**config.mk**
```make
export PLATFORM = sky130hd
export DESIGN_NAME = change_dispenser_flat
export DESIGN_NICKNAME = d
export VERILOG_FILES = /design/src/rtl/change_dispenser_if.sv /design/src/rtl/change_dispenser.sv /design/src/flat_wrapper.sv
export SDC_FILE = /design/constraint.sdc
export NUM_CORES = 1
export LEC_CHECK = 0
export CORE_MARGIN = 2
export CORE_UTILIZATION = 35
export DETAILED_ROUTE_END_ITERATION = 10
export GPL_ROUTABILITY_DRIVEN = 1
export GPL_TIMING_DRIVEN = 0
export PLACE_DENSITY = 0.66
export SLEW_MARGIN = 40
export SYNTH_ARGS = -nofsm -noshare
export SYNTH_HDL_FRONTEND = slang
export SYNTH_SLANG_ARGS = --single-unit
```
**constraint.sdc**
```tcl
create_clock -name clk -period 2.9 [get_ports clk]
set_clock_uncertainty 0.1 [all_clocks]
set_input_delay 0.725 -clock clk [delete_from_list [all_inputs] [get_ports clk]]
set_output_delay 0.725 -clock clk [all_outputs]
set_load 0.1 [all_outputs]
```
**src/rtl/change_dispenser_if.sv**
```systemverilog
// Handshake bundle between the vending FSM and the change dispenser.
// Statistics counters exist only when CHANGE_DISPENSER_STATS_EN is defined.
interface change_dispenser_if
`ifdef CHANGE_DISPENSER_STATS_EN
    #(parameter int unsigned CNT_W = 8)
`endif
    ;
    logic       purchase;
    logic [1:0] cash_return;
    logic       motor_on;
    logic       coin_eject;
    logic       busy;
    logic       overflow;
`ifdef CHANGE_DISPENSER_STATS_EN
    logic [CNT_W-1:0] vend_count;
    logic [CNT_W-1:0] coin_count;
`endif

    modport master (
        output purchase, cash_return,
`ifdef CHANGE_DISPENSER_STATS_EN
        input  vend_count, coin_count,
`endif
        input  motor_on, coin_eject, busy, overflow
    );

    modport slave (
        input  purchase, cash_return,
`ifdef CHANGE_DISPENSER_STATS_EN
        output vend_count, coin_count,
`endif
        output motor_on, coin_eject, busy, overflow
    );
endinterface

```
**src/rtl/change_dispenser.sv**
```systemverilog
// Turns vend/refund events into timed motor and coin-ejector pulses, with a one-deep
// pending slot; optional vend/coin counters under CHANGE_DISPENSER_STATS_EN.
module change_dispenser #(
    parameter int unsigned MOTOR_CYC = 8,
    parameter int unsigned PULSE_W   = 2,
    parameter int unsigned GAP_W     = 2
`ifdef CHANGE_DISPENSER_STATS_EN
    ,
    parameter int unsigned CNT_W     = 8
`endif
) (
    input logic             clk,
    input logic             rst,
    change_dispenser_if.slave bus
);
    localparam int unsigned MaxPw  = (PULSE_W > GAP_W) ? PULSE_W : GAP_W;
    localparam int unsigned MaxCyc = (MOTOR_CYC > MaxPw) ? MOTOR_CYC : MaxPw;
    localparam int unsigned TmrW   = $clog2(MaxCyc + 1);

    typedef enum logic [1:0] {StIdle, StMotor, StEject, StGap} state_e;

    state_e            state_q, state_d;
    logic [TmrW-1:0]   tmr_q, tmr_d;
    logic [1:0]        coins_q, coins_d;
    logic              pend_vld_q, pend_vld_d;
    logic              pend_prod_q, pend_prod_d;
    logic [1:0]        pend_coins_q, pend_coins_d;
    logic              ovf_q, ovf_d;
    logic              motor_q, eject_q, busy_q, ovf_out_q;
    logic              motor_d, eject_d, busy_d;
    logic              ev, last, done, load, load_prod;
    logic [1:0]        load_coins;
    logic              enter_motor, enter_eject;

    always_ff @(posedge clk) begin
        if (rst) begin
            state_q      <= StIdle;
            tmr_q        <= '0;
            coins_q      <= '0;
            pend_vld_q   <= 1'b0;
            pend_prod_q  <= 1'b0;
            pend_coins_q <= '0;
            ovf_q        <= 1'b0;
            motor_q      <= 1'b0;
            eject_q      <= 1'b0;
            busy_q       <= 1'b0;
            ovf_out_q    <= 1'b0;
        end else begin
            state_q      <= state_d;
            tmr_q        <= tmr_d;
            coins_q      <= coins_d;
            pend_vld_q   <= pend_vld_d;
            pend_prod_q  <= pend_prod_d;
            pend_coins_q <= pend_coins_d;
            ovf_q        <= ovf_d;
            motor_q      <= motor_d;
            eject_q      <= eject_d;
            busy_q       <= busy_d;
            ovf_out_q    <= ovf_q;
        end
    end

    always_comb begin
        state_d      = state_q;
        tmr_d        = tmr_q;
        coins_d      = coins_q;
        pend_vld_d   = pend_vld_q;
        pend_prod_d  = pend_prod_q;
        pend_coins_d = pend_coins_q;
        ovf_d        = ovf_q;
        load         = 1'b0;
        load_prod    = 1'b0;
        load_coins   = 2'b00;
        enter_motor  = 1'b0;
        enter_eject  = 1'b0;
        ev   = bus.purchase || (bus.cash_return != 2'b00);
        last = (tmr_q == '0);
        // Completion: last cycle of MOTOR or GAP with no coins left to eject.
        done = last && (coins_q == 2'b00) && ((state_q == StMotor) || (state_q == StGap));

        if ((state_q == StIdle) || done) begin
            if (pend_vld_q) begin
                load         = 1'b1;
                load_prod    = pend_prod_q;
                load_coins   = pend_coins_q;
                pend_vld_d   = ev;
                pend_prod_d  = bus.purchase;
                pend_coins_d = bus.cash_return;
            end else if (ev) begin
                load       = 1'b1;
                load_prod  = bus.purchase;
                load_coins = bus.cash_return;
            end else begin
                state_d = StIdle;
            end
        end else begin
            if (ev) begin
                if (!pend_vld_q) begin
                    pend_vld_d   = 1'b1;
                    pend_prod_d  = bus.purchase;
                    pend_coins_d = bus.cash_return;
                end else begin
                    ovf_d = 1'b1;
                end
            end
            unique case (state_q)
                StMotor, StGap: begin
                    if (last) begin
                        state_d     = StEject;
                        tmr_d       = TmrW'(PULSE_W - 1);
                        enter_eject = 1'b1;
                    end else begin
                        tmr_d = tmr_q - TmrW'(1);
                    end
                end
                StEject: begin
                    if (last) begin
                        state_d = StGap;
                        tmr_d   = TmrW'(GAP_W - 1);
                        coins_d = coins_q - 2'd1;
                    end else begin
                        tmr_d = tmr_q - TmrW'(1);
                    end
                end
                default: ;
            endcase
        end

        if (load) begin
            coins_d = load_coins;
            if (load_prod) begin
                state_d     = StMotor;
                tmr_d       = TmrW'(MOTOR_CYC - 1);
                enter_motor = 1'b1;
            end else begin
                state_d     = StEject;
                tmr_d       = TmrW'(PULSE_W - 1);
                enter_eject = 1'b1;
            end
        end
    end

    // Outputs are registered one stage after the state they reflect.
    always_comb begin
        motor_d = (state_q == StMotor);
        eject_d = (state_q == StEject);
        busy_d  = (state_q != StIdle) || pend_vld_q;
    end

    assign bus.motor_on   = motor_q;
    assign bus.coin_eject = eject_q;
    assign bus.busy       = busy_q;
    assign bus.overflow   = ovf_out_q;

`ifdef CHANGE_DISPENSER_STATS_EN
    logic [CNT_W-1:0] vend_q, coin_q;

    always_ff @(posedge clk) begin
        if (rst) begin
            vend_q <= '0;
            coin_q <= '0;
        end else begin
            if (enter_motor && (vend_q != '1)) vend_q <= vend_q + CNT_W'(1);
            if (enter_eject && (coin_q != '1)) coin_q <= coin_q + CNT_W'(1);
        end
    end

    assign bus.vend_count = vend_q;
    assign bus.coin_count = coin_q;
`endif
endmodule

```
**src/flat_wrapper.sv**
```systemverilog
// flat-port wrapper written by rule: the top's interface ports become plain ports
module change_dispenser_flat 
#(
    parameter int unsigned MOTOR_CYC = 8,
    parameter int unsigned PULSE_W   = 2,
    parameter int unsigned GAP_W     = 2

)
  (clk, rst, bus_purchase, bus_cash_return, bus_motor_on, bus_coin_eject, bus_busy, bus_overflow);
  change_dispenser_if bus_i ();
  input logic clk;
  input logic rst;
  input wire logic [$bits(bus_i.purchase)-1:0] bus_purchase;
  input wire logic [$bits(bus_i.cash_return)-1:0] bus_cash_return;
  output wire logic [$bits(bus_i.motor_on)-1:0] bus_motor_on;
  output wire logic [$bits(bus_i.coin_eject)-1:0] bus_coin_eject;
  output wire logic [$bits(bus_i.busy)-1:0] bus_busy;
  output wire logic [$bits(bus_i.overflow)-1:0] bus_overflow;
  assign bus_i.purchase = bus_purchase;
  assign bus_i.cash_return = bus_cash_return;
  assign bus_motor_on = bus_i.motor_on;
  assign bus_coin_eject = bus_i.coin_eject;
  assign bus_busy = bus_i.busy;
  assign bus_overflow = bus_i.overflow;
  change_dispenser #(.MOTOR_CYC(MOTOR_CYC), .PULSE_W(PULSE_W), .GAP_W(GAP_W)) u_core (.clk(clk), .rst(rst), .bus(bus_i));
endmodule
```
[Word-level counts from Yosys, hierarchy flattened]
Index checks and enable logic that the tools add are counted.
Cells by class
  mux-type cells: 37
  equal/unequal tests: 10
  add/subtract/negate cells: 2
  reduce and logical (&&, ||, !) cells: 23
  bitwise logic cells: 1
Operator list (number)
  $mux 2: 18
  $mux 4: 4
  $mux 1: 13
  $reduce_bool 2->1: 6
  $reduce_and 3->1: 3
  $ne 3x3->1 const B: 2
  $reduce_and 5->1: 1
  $eq 2x2->1 const B: 2
  $logic_not 2->1: 2
  $logic_not 4->1: 1
  $logic_or 1x1->1: 4
  $ne 2x1->1 const B: 2
  $ne 4x1->1 const B: 1
  $ne 4x4->1 const B: 1
  $pmux 2 s2: 1
  $reduce_bool 4->1: 1
  $sub 4x1->4 const B: 1
  $mux 3: 1
  $reduce_or 3->1: 1
  $eq 2x1->1 const B: 1
  $logic_and 1x1->1: 2
  $ne 2x2->1 const B: 1
  $reduce_and 2->1: 1
  $reduce_or 2->1: 1
  2 further kinds: 2
Word-level totals
  input bits: 5
  output and inout port bits: 4
  register bits: 17
  word-level logic and storage cells: 84

[Longest topological paths before layout]
Gate-level depths: netlist of the first run.
  depth after elaboration: 7
  depth in mapped cells: 5
  gate-level depth less buffers: 5

[Least setup slack after synthesis of the first run]
Ideal clock, no wire load.
  path type: input to register
  start: input bus_cash_return[0]
  end: register u_core.tmr_q[2]
  stages: 5
  path slack: 685 ps
  library setup time: 78 ps
  path buffers: 1
  arrival time: 2037 ps
  required time: 2722 ps
  cell sequence: or4_1 buf_2 a22o_1 a221o_1 nor3_1
Between the ends
  word-level cells in the longest chain between the ends: 7
  elaborated cells on any way between the ends: 13
  classes of those cells: 1 x eq/ne; 8 x mux; 4 x reduce/logical
Ends and longest elaborated chain
  from (decl): RTL line flat_wrapper.sv:14  | input wire logic [$bits(bus_i.cash_return)-1:0] bus_cash_return;
  $reduce_bool 2->1 (*): RTL line change_dispenser.sv:76  | ev = bus.purchase || (bus.cash_return != 2'b00);
  $logic_or 1x1->1 (*): RTL line change_dispenser.sv:76
  $mux 1: RTL line change_dispenser.sv:89  | end else if (ev) begin
  $mux 1: RTL line change_dispenser.sv:82  | if (pend_vld_q) begin
  $mux 1: RTL line change_dispenser.sv:81  | if ((state_q == StIdle) || done) begin
  $ne 2x1->1 (no source line), or another cell as far along
  $reduce_and 2->1 (no source line) or $mux 4 (tied branches)
  to (signal assigned): RTL line change_dispenser.sv:50  | tmr_q <= tmr_d;
  to (decl): RTL line change_dispenser.sv:23  | logic [TmrW-1:0] tmr_q, tmr_d;
Every way passes the cells marked *; elsewhere a longest branch is shown, timed or not.
A chain may end at the register's enable or synchronous reset.

[Worst setup path after layout of the first run]
Same ends and word-level chain as after synthesis.

==> run metrics, run 1 <==
status finished, final reports clean; Buffers on Ports 8; DP Area 986 um2; Worst R2R End u_core.pend_coins_q[1]; antenna violations before repair 0; residual overflow from global routing 0; Rel. slew slack 0.496; via total after detailed routing 840; clk buf depth 2; Synth Area per Inst 8.38 um2; # IOs 9; crit-path max FO 7; num rows 18; Unique masters post-synth 42; WL/cell 13.1 um; Final Hold Vio Count 0; fill count 252; Nets 125; die height 54.4 um; DR iter-0 viols 26; crit path to u_core.tmr_q[2]; WL final 1930 um; Die Footprint 2960 um2; postcts setup bufs 0; Leak 0.383 nW; slowest stage delay, CP 0.52 ns; Area Overhead vs Synth 14.1%; Fin Setup TNS 0 ns; Design Area, Final 1010 um2; Crit. End Element flip-flop; number of global-route vias before repair 724; largest net degree at the start of global routing 11; top post-synthesis cells by area dfxtp_1 (38%), nor2_1 (4.6%), mux2i_1 (4.5%), a211oi_1 (4.2%), nand2_1 (3.4%); Worst-Margin Slew 0.753 ns; Synth Flop Type dfxtp_1; R2R Path Start u_core.coins_q[0]; Post-CTS Hold Buffers 0; Critical Path Source bus_cash_return[0]; number of max-cap violations 0; Final Critical Period 2.47 ns; first-pass GRT wire length 3160 um; Die W 54.4 um; H-tree depth 1; total CTS buffers 3; critical path class primary input to flip-flop; ANT cells 0; RSZ-0062 raised after global routing false; crit-path cells clkdlybuf4s50_1 > or4_1 > buf_2 > a22o_1 > a221o_1 > nor3_1; hold crit path type flip-flop to flip-flop; post_cts resized 0; worst reg2reg path depth 5; VDD IR max 0.452 mV; Post-synth EDFFs 0; later-pin clock latency in the skew report 0.30 ns; Slew Viols, Final 0; core box area 2430 um2; Placer Congestion 0.807; f_max 405 MHz; Mapped Nets 112; master of the slowest instance on the critical path or4_1; instance count of the mapped netlist 106; YS warnings 0; CTS tree yes; Sequential Area 340 um2; post-synth top area share 0.383; asr flop ratio synth 0; clk sink count 17; Starting Density 0.365; Residual DRC 0; CTS clk-pin slew, worst paths 0.10 ns; WP data required 3.04 ns; post-synthesis sequential area ratio 0.383; crit start category primary input; Tcrit/Tclk final 0.852; pwr dens 1180 nW/um2; multi-input logic area 513 um2; HPWL after detailed placement 1390 um; vias per cell 5.68; critical path arrival 2.61 ns; post-synth top area cell dfxtp_1; reg2reg setup slack 0.88 ns; post-route ant nets 0; layout cells sized above 1 0.110; Synth Cell Area 888 um2; Clock Root Buffer clkbuf_4; TritonRoute pass-1 iters 4; Synth Register Bits 17; Setup Viol. Count Final 0; GR Util All Layers 0.149
per-layer routing:
layer	vias up	wire length, um	global-route usage
met5	-	0	0
met2	15	865	0.223
met1	399	965	0.201
met3	5	49	0.0328
met4	0	51	0.0750
li1	421	-	-
metrics by stage:
step | setup slack, ns | instances | utilization | hold slack (ns) | total power (W)
2_1_floorplan | 0.685 | 106 | - | 0.329 | 0.000936
3_3_place_gp | 0.101 | 144 | 0.414 | 0.348 | 0.00106
3_5_place_dp | 0.125 | 144 | 0.405 | 0.359 | 0.00106
4_1_cts | 0.432 | 148 | 0.417 | 0.377 | 0.00120
5_1_grt | 0.343 | 148 | 0.417 | 0.393 | 0.00130
6_report | 0.429 | 148 | 0.417 | 0.379 | 0.00120
layout by cell type, fill, tap and decap left out, drive strengths merged, types with 2 or more instances in the layout:
cell           netlist  routed
dfxtp               17      17
nor2                11      11
nand2                8       8
buf                  2       6
clkbuf               3       6
a21oi                5       5
a211oi               5       5
nor3                 5       5
nor3b                5       5
o21ai                5       5
inv                  4       4
mux2i                4       4
clkdlybuf4s50        0       4
a31oi                2       2
nand3                2       2
o22ai                2       2
nand2b               2       2
a211o                2       2
nor4                 2       2
or2                  2       2
power breakdown:
group | switching [W] | total, W | internal (W)
registers | 0.0000825 | 0.000406 | 0.000324
clock network | 0.0000811 | 0.000133 | 0.0000515
logic | 0.000425 | 0.000661 | 0.000235
synth_stat cells, drive strengths merged, types with 2 or more instances:
library cell  number
buf                2
nand3              2
clkbuf             3
o21ai              5
a21oi              5
inv                4
nor2              11
a211oi             5
nand2b             2
mux2i              4
a211o              2
nand2              8
dfxtp             17
or2                2
nor3b              5
o22ai              2
a31oi              2
nor4               2
nor3               5
cell type report:
cell class | instances | share of cell area
Buffer | 5 | 0.0198
Multi-Input combinational cell | 80 | 0.506
Sequential cell | 17 | 0.336
Tap cell | 30 | 0.0370
Clock buffer | 3 | 0.0222
Clock inverter | 1 | 0.00494
Timing Repair Buffer | 8 | 0.0593
Inverter | 4 | 0.0148
cell families after synthesis:
| family | synth area share |
|---|---|
| adder cells (fa/ha/maj) | 0.0141 |
| multiplexers | 0.0451 |
| flip-flops | 0.383 |
| AO/OA/AOI/OAI | 0.245 |
| AND/OR/NAND/NOR | 0.273 |
| buffers and inverters | 0.0394 |
how the worst min path moves through the flow:
| stage | startpoint | cells after the start | slack [ns] | endpoint |
|---|---|---|---|---|
| finish | u_core.ovf_q | 1 | 0.38 | u_core.bus.overflow |
| global route | u_core.ovf_q | 1 | 0.39 | u_core.bus.overflow |
| floorplan | u_core.ovf_q | 2 | 0.33 | u_core.ovf_q |
| detailed placement | u_core.ovf_q | 2 | 0.36 | u_core.ovf_q |
| CTS | u_core.ovf_q | 1 | 0.38 | u_core.bus.overflow |
| global placement | u_core.ovf_q | 2 | 0.35 | u_core.ovf_q |
flip-flops by register name, summed over array words and instances, names as in the netlist:
signal	flops
u_core.state_q	2
u_core.pend_vld_q	1
u_core.bus.overflow	1
u_core.ovf_q	1
u_core.pend_coins_q	2
u_core.bus.motor_on	1
u_core.coins_q	2
u_core.pend_prod_q	1
u_core.tmr_q	4
u_core.bus.coin_eject	1
u_core.bus.busy	1
worst max-delay path: cells and delay by family:
family          cells  cell delay (ns)
buf+inv             2             0.65
compound gates      2             0.56
simple gates        2             0.67
(Power assumes the default switching activity.)
==> run 2: changes to the inputs <==
Settings changed: CTS_BUF_LIST from default to sky130_fd_sc_hd__clkbuf_8.
==> run metrics, run 2 (same netlist as run 1, synthesis figures left out) <==
Die Footprint 2960 um2 (unchanged); PnR worst setup slack 0.376 ns (-0.0530 ns); total CTS buffers 3 (unchanged); Area Overhead vs Synth 16.2%; Residual DRC 0 (unchanged); Leak 0.391 nW (+2.0%); HPWL after detailed placement 1390 um (unchanged); pwr dens 1210 nW/um2 (+1.9%); critical path arrival 2.61 ns (about the same); H-tree depth 1 (unchanged); Die W 54.4 um (unchanged); postcts setup bufs 0 (unchanged); Tcrit/Tclk final 0.870 (+0.0183); first-pass GRT wire length 3150 um (-0.22%); residual overflow from global routing 0 (unchanged); GR Util All Layers 0.148 (-0.00171); clk sink count 17 (unchanged); Post-CTS Hold Buffers 0 (unchanged); most frequent cells in the layout dfxtp_1 (17), nor2_1 (11), nand2_1 (8); later-pin clock latency in the skew report 0.25 ns (-0.05 ns); die height 54.4 um (unchanged); # IOs 9 (unchanged); Worst-Margin Slew 0.740 ns (-0.0125 ns); Placer Congestion 0.807 (unchanged); antenna violations before repair 0 (unchanged); num rows 18 (unchanged); fin cells 148 (unchanged); Crit. End Element flip-flop; RSZ-0062 raised after global routing false; Fin Setup TNS 0 ns (unchanged); via total after detailed routing 831 (-1.1%); pre-CTS setup slack 0.125 ns (unchanged); ANT cells 0 (unchanged); vias per cell 5.61 (-1.1%); Rel. slew slack 0.504 (+0.00838); crit-path max FO 7 (unchanged); post-route ant nets 0 (unchanged); DR iter-0 viols 22 (-15%); Nets 125 (unchanged); Pwr Total 0.00125 W (+3.8%); Biggest register u_core.tmr_q; crit start category primary input; CTS clk-pin slew, worst paths 0.07 ns (-0.03 ns); Clock Root Buffer clkbuf_8; commonest non-fill, non-tap cell in the layout dfxtp_1; core box area 2430 um2 (unchanged); TritonRoute pass-1 iters 4 (unchanged); critical path class primary input to flip-flop; CTS tree yes; Buffers on Ports 8 (unchanged); number of global-route vias before repair 715 (-1.2%); post_cts resized 0 (unchanged); hold crit path type flip-flop to flip-flop; clk buf depth 2 (unchanged); Setup Viol. Count Final 0 (unchanged); WL final 1910 um (-1.1%); hold wc startpoint u_core.ovf_q; R2R Path Start u_core.coins_q[0]; Critical Path Source bus_cash_return[0]; WP data required 2.98 ns (-0.06 ns); status finished, final reports clean; Final Hold Vio Count 0 (unchanged); max FFs per register 4 (unchanged); f_max 396 MHz (-2.1%); layout cells sized above 1 0.110 (unchanged); Slew Viols, Final 0 (unchanged); number of max-cap violations 0 (unchanged); VDD IR max 0.508 mV (+12%); WL/cell 12.9 um (-1.1%); Starting Density 0.365 (unchanged); Final Critical Period 2.52 ns (+0.0530 ns); largest net degree at the start of global routing 11 (unchanged); Placed Instances 144 (unchanged)
run 2: final timing paths:
check                           slack [ns]                     end  cells past startpoint
worst max-delay path                  0.38         u_core.tmr_q[2]                      6
worst min-delay path                  0.37     u_core.bus.overflow                      1
worst max register to register        0.90  u_core.pend_coins_q[1]                      5
worst min register to register        0.37     u_core.bus.overflow                      1
run 2: routing by layer:
layer / wire length [um] / vias to the layer above / part of all wire / global-route usage
met5: 0 / - / 0 / 0
met4: 40 / 0 / 0.021 / 0.0625
met3: 72 / 5 / 0.038 / 0.0328
met2: 860 / 18 / 0.45 / 0.223
met1: 939 / 385 / 0.49 / 0.201
li1: - / 423 / - / -
run 2: critical path, stage by stage:
cell             delay (ns)
clkdlybuf4s50_1        0.48
or4_1                  0.52
buf_2                  0.18
a22o_1                 0.24
a221o_1                0.32
nor3_1                 0.15
run 2: area by class of cell:
class                   instances  area (um2)
repair buffers                  8        60.1
well taps                      30        37.5
clock buffers                   3        41.3
multi-input cells              80         513
clock inverters                 1        5.00
plain buffers                   5        20.0
inverters                       4        15.0
fillers                       252        1400
flip-flops and latches         17         340
run 2: report_power, final:
part	internal, W	leakage (nW)	total (W)	switching (W)
combinational	0.000235	0.225	0.000660	0.000424
sequential	0.000324	0.140	0.000406	0.0000823
clock	0.0000954	0.0255	0.000179	0.0000835
run 2: through the flow:
step / util / instance area [um2] / hold WS (ns)
after global routing: 0.424 / 1030 / 0.387
final: 0.424 / 1030 / 0.374
after CTS: 0.424 / 1030 / 0.371
after detailed placement: 0.405 / 986 / 0.359
after global placement: 0.414 / 1010 / 0.348
after floorplan: - / 888 / 0.329
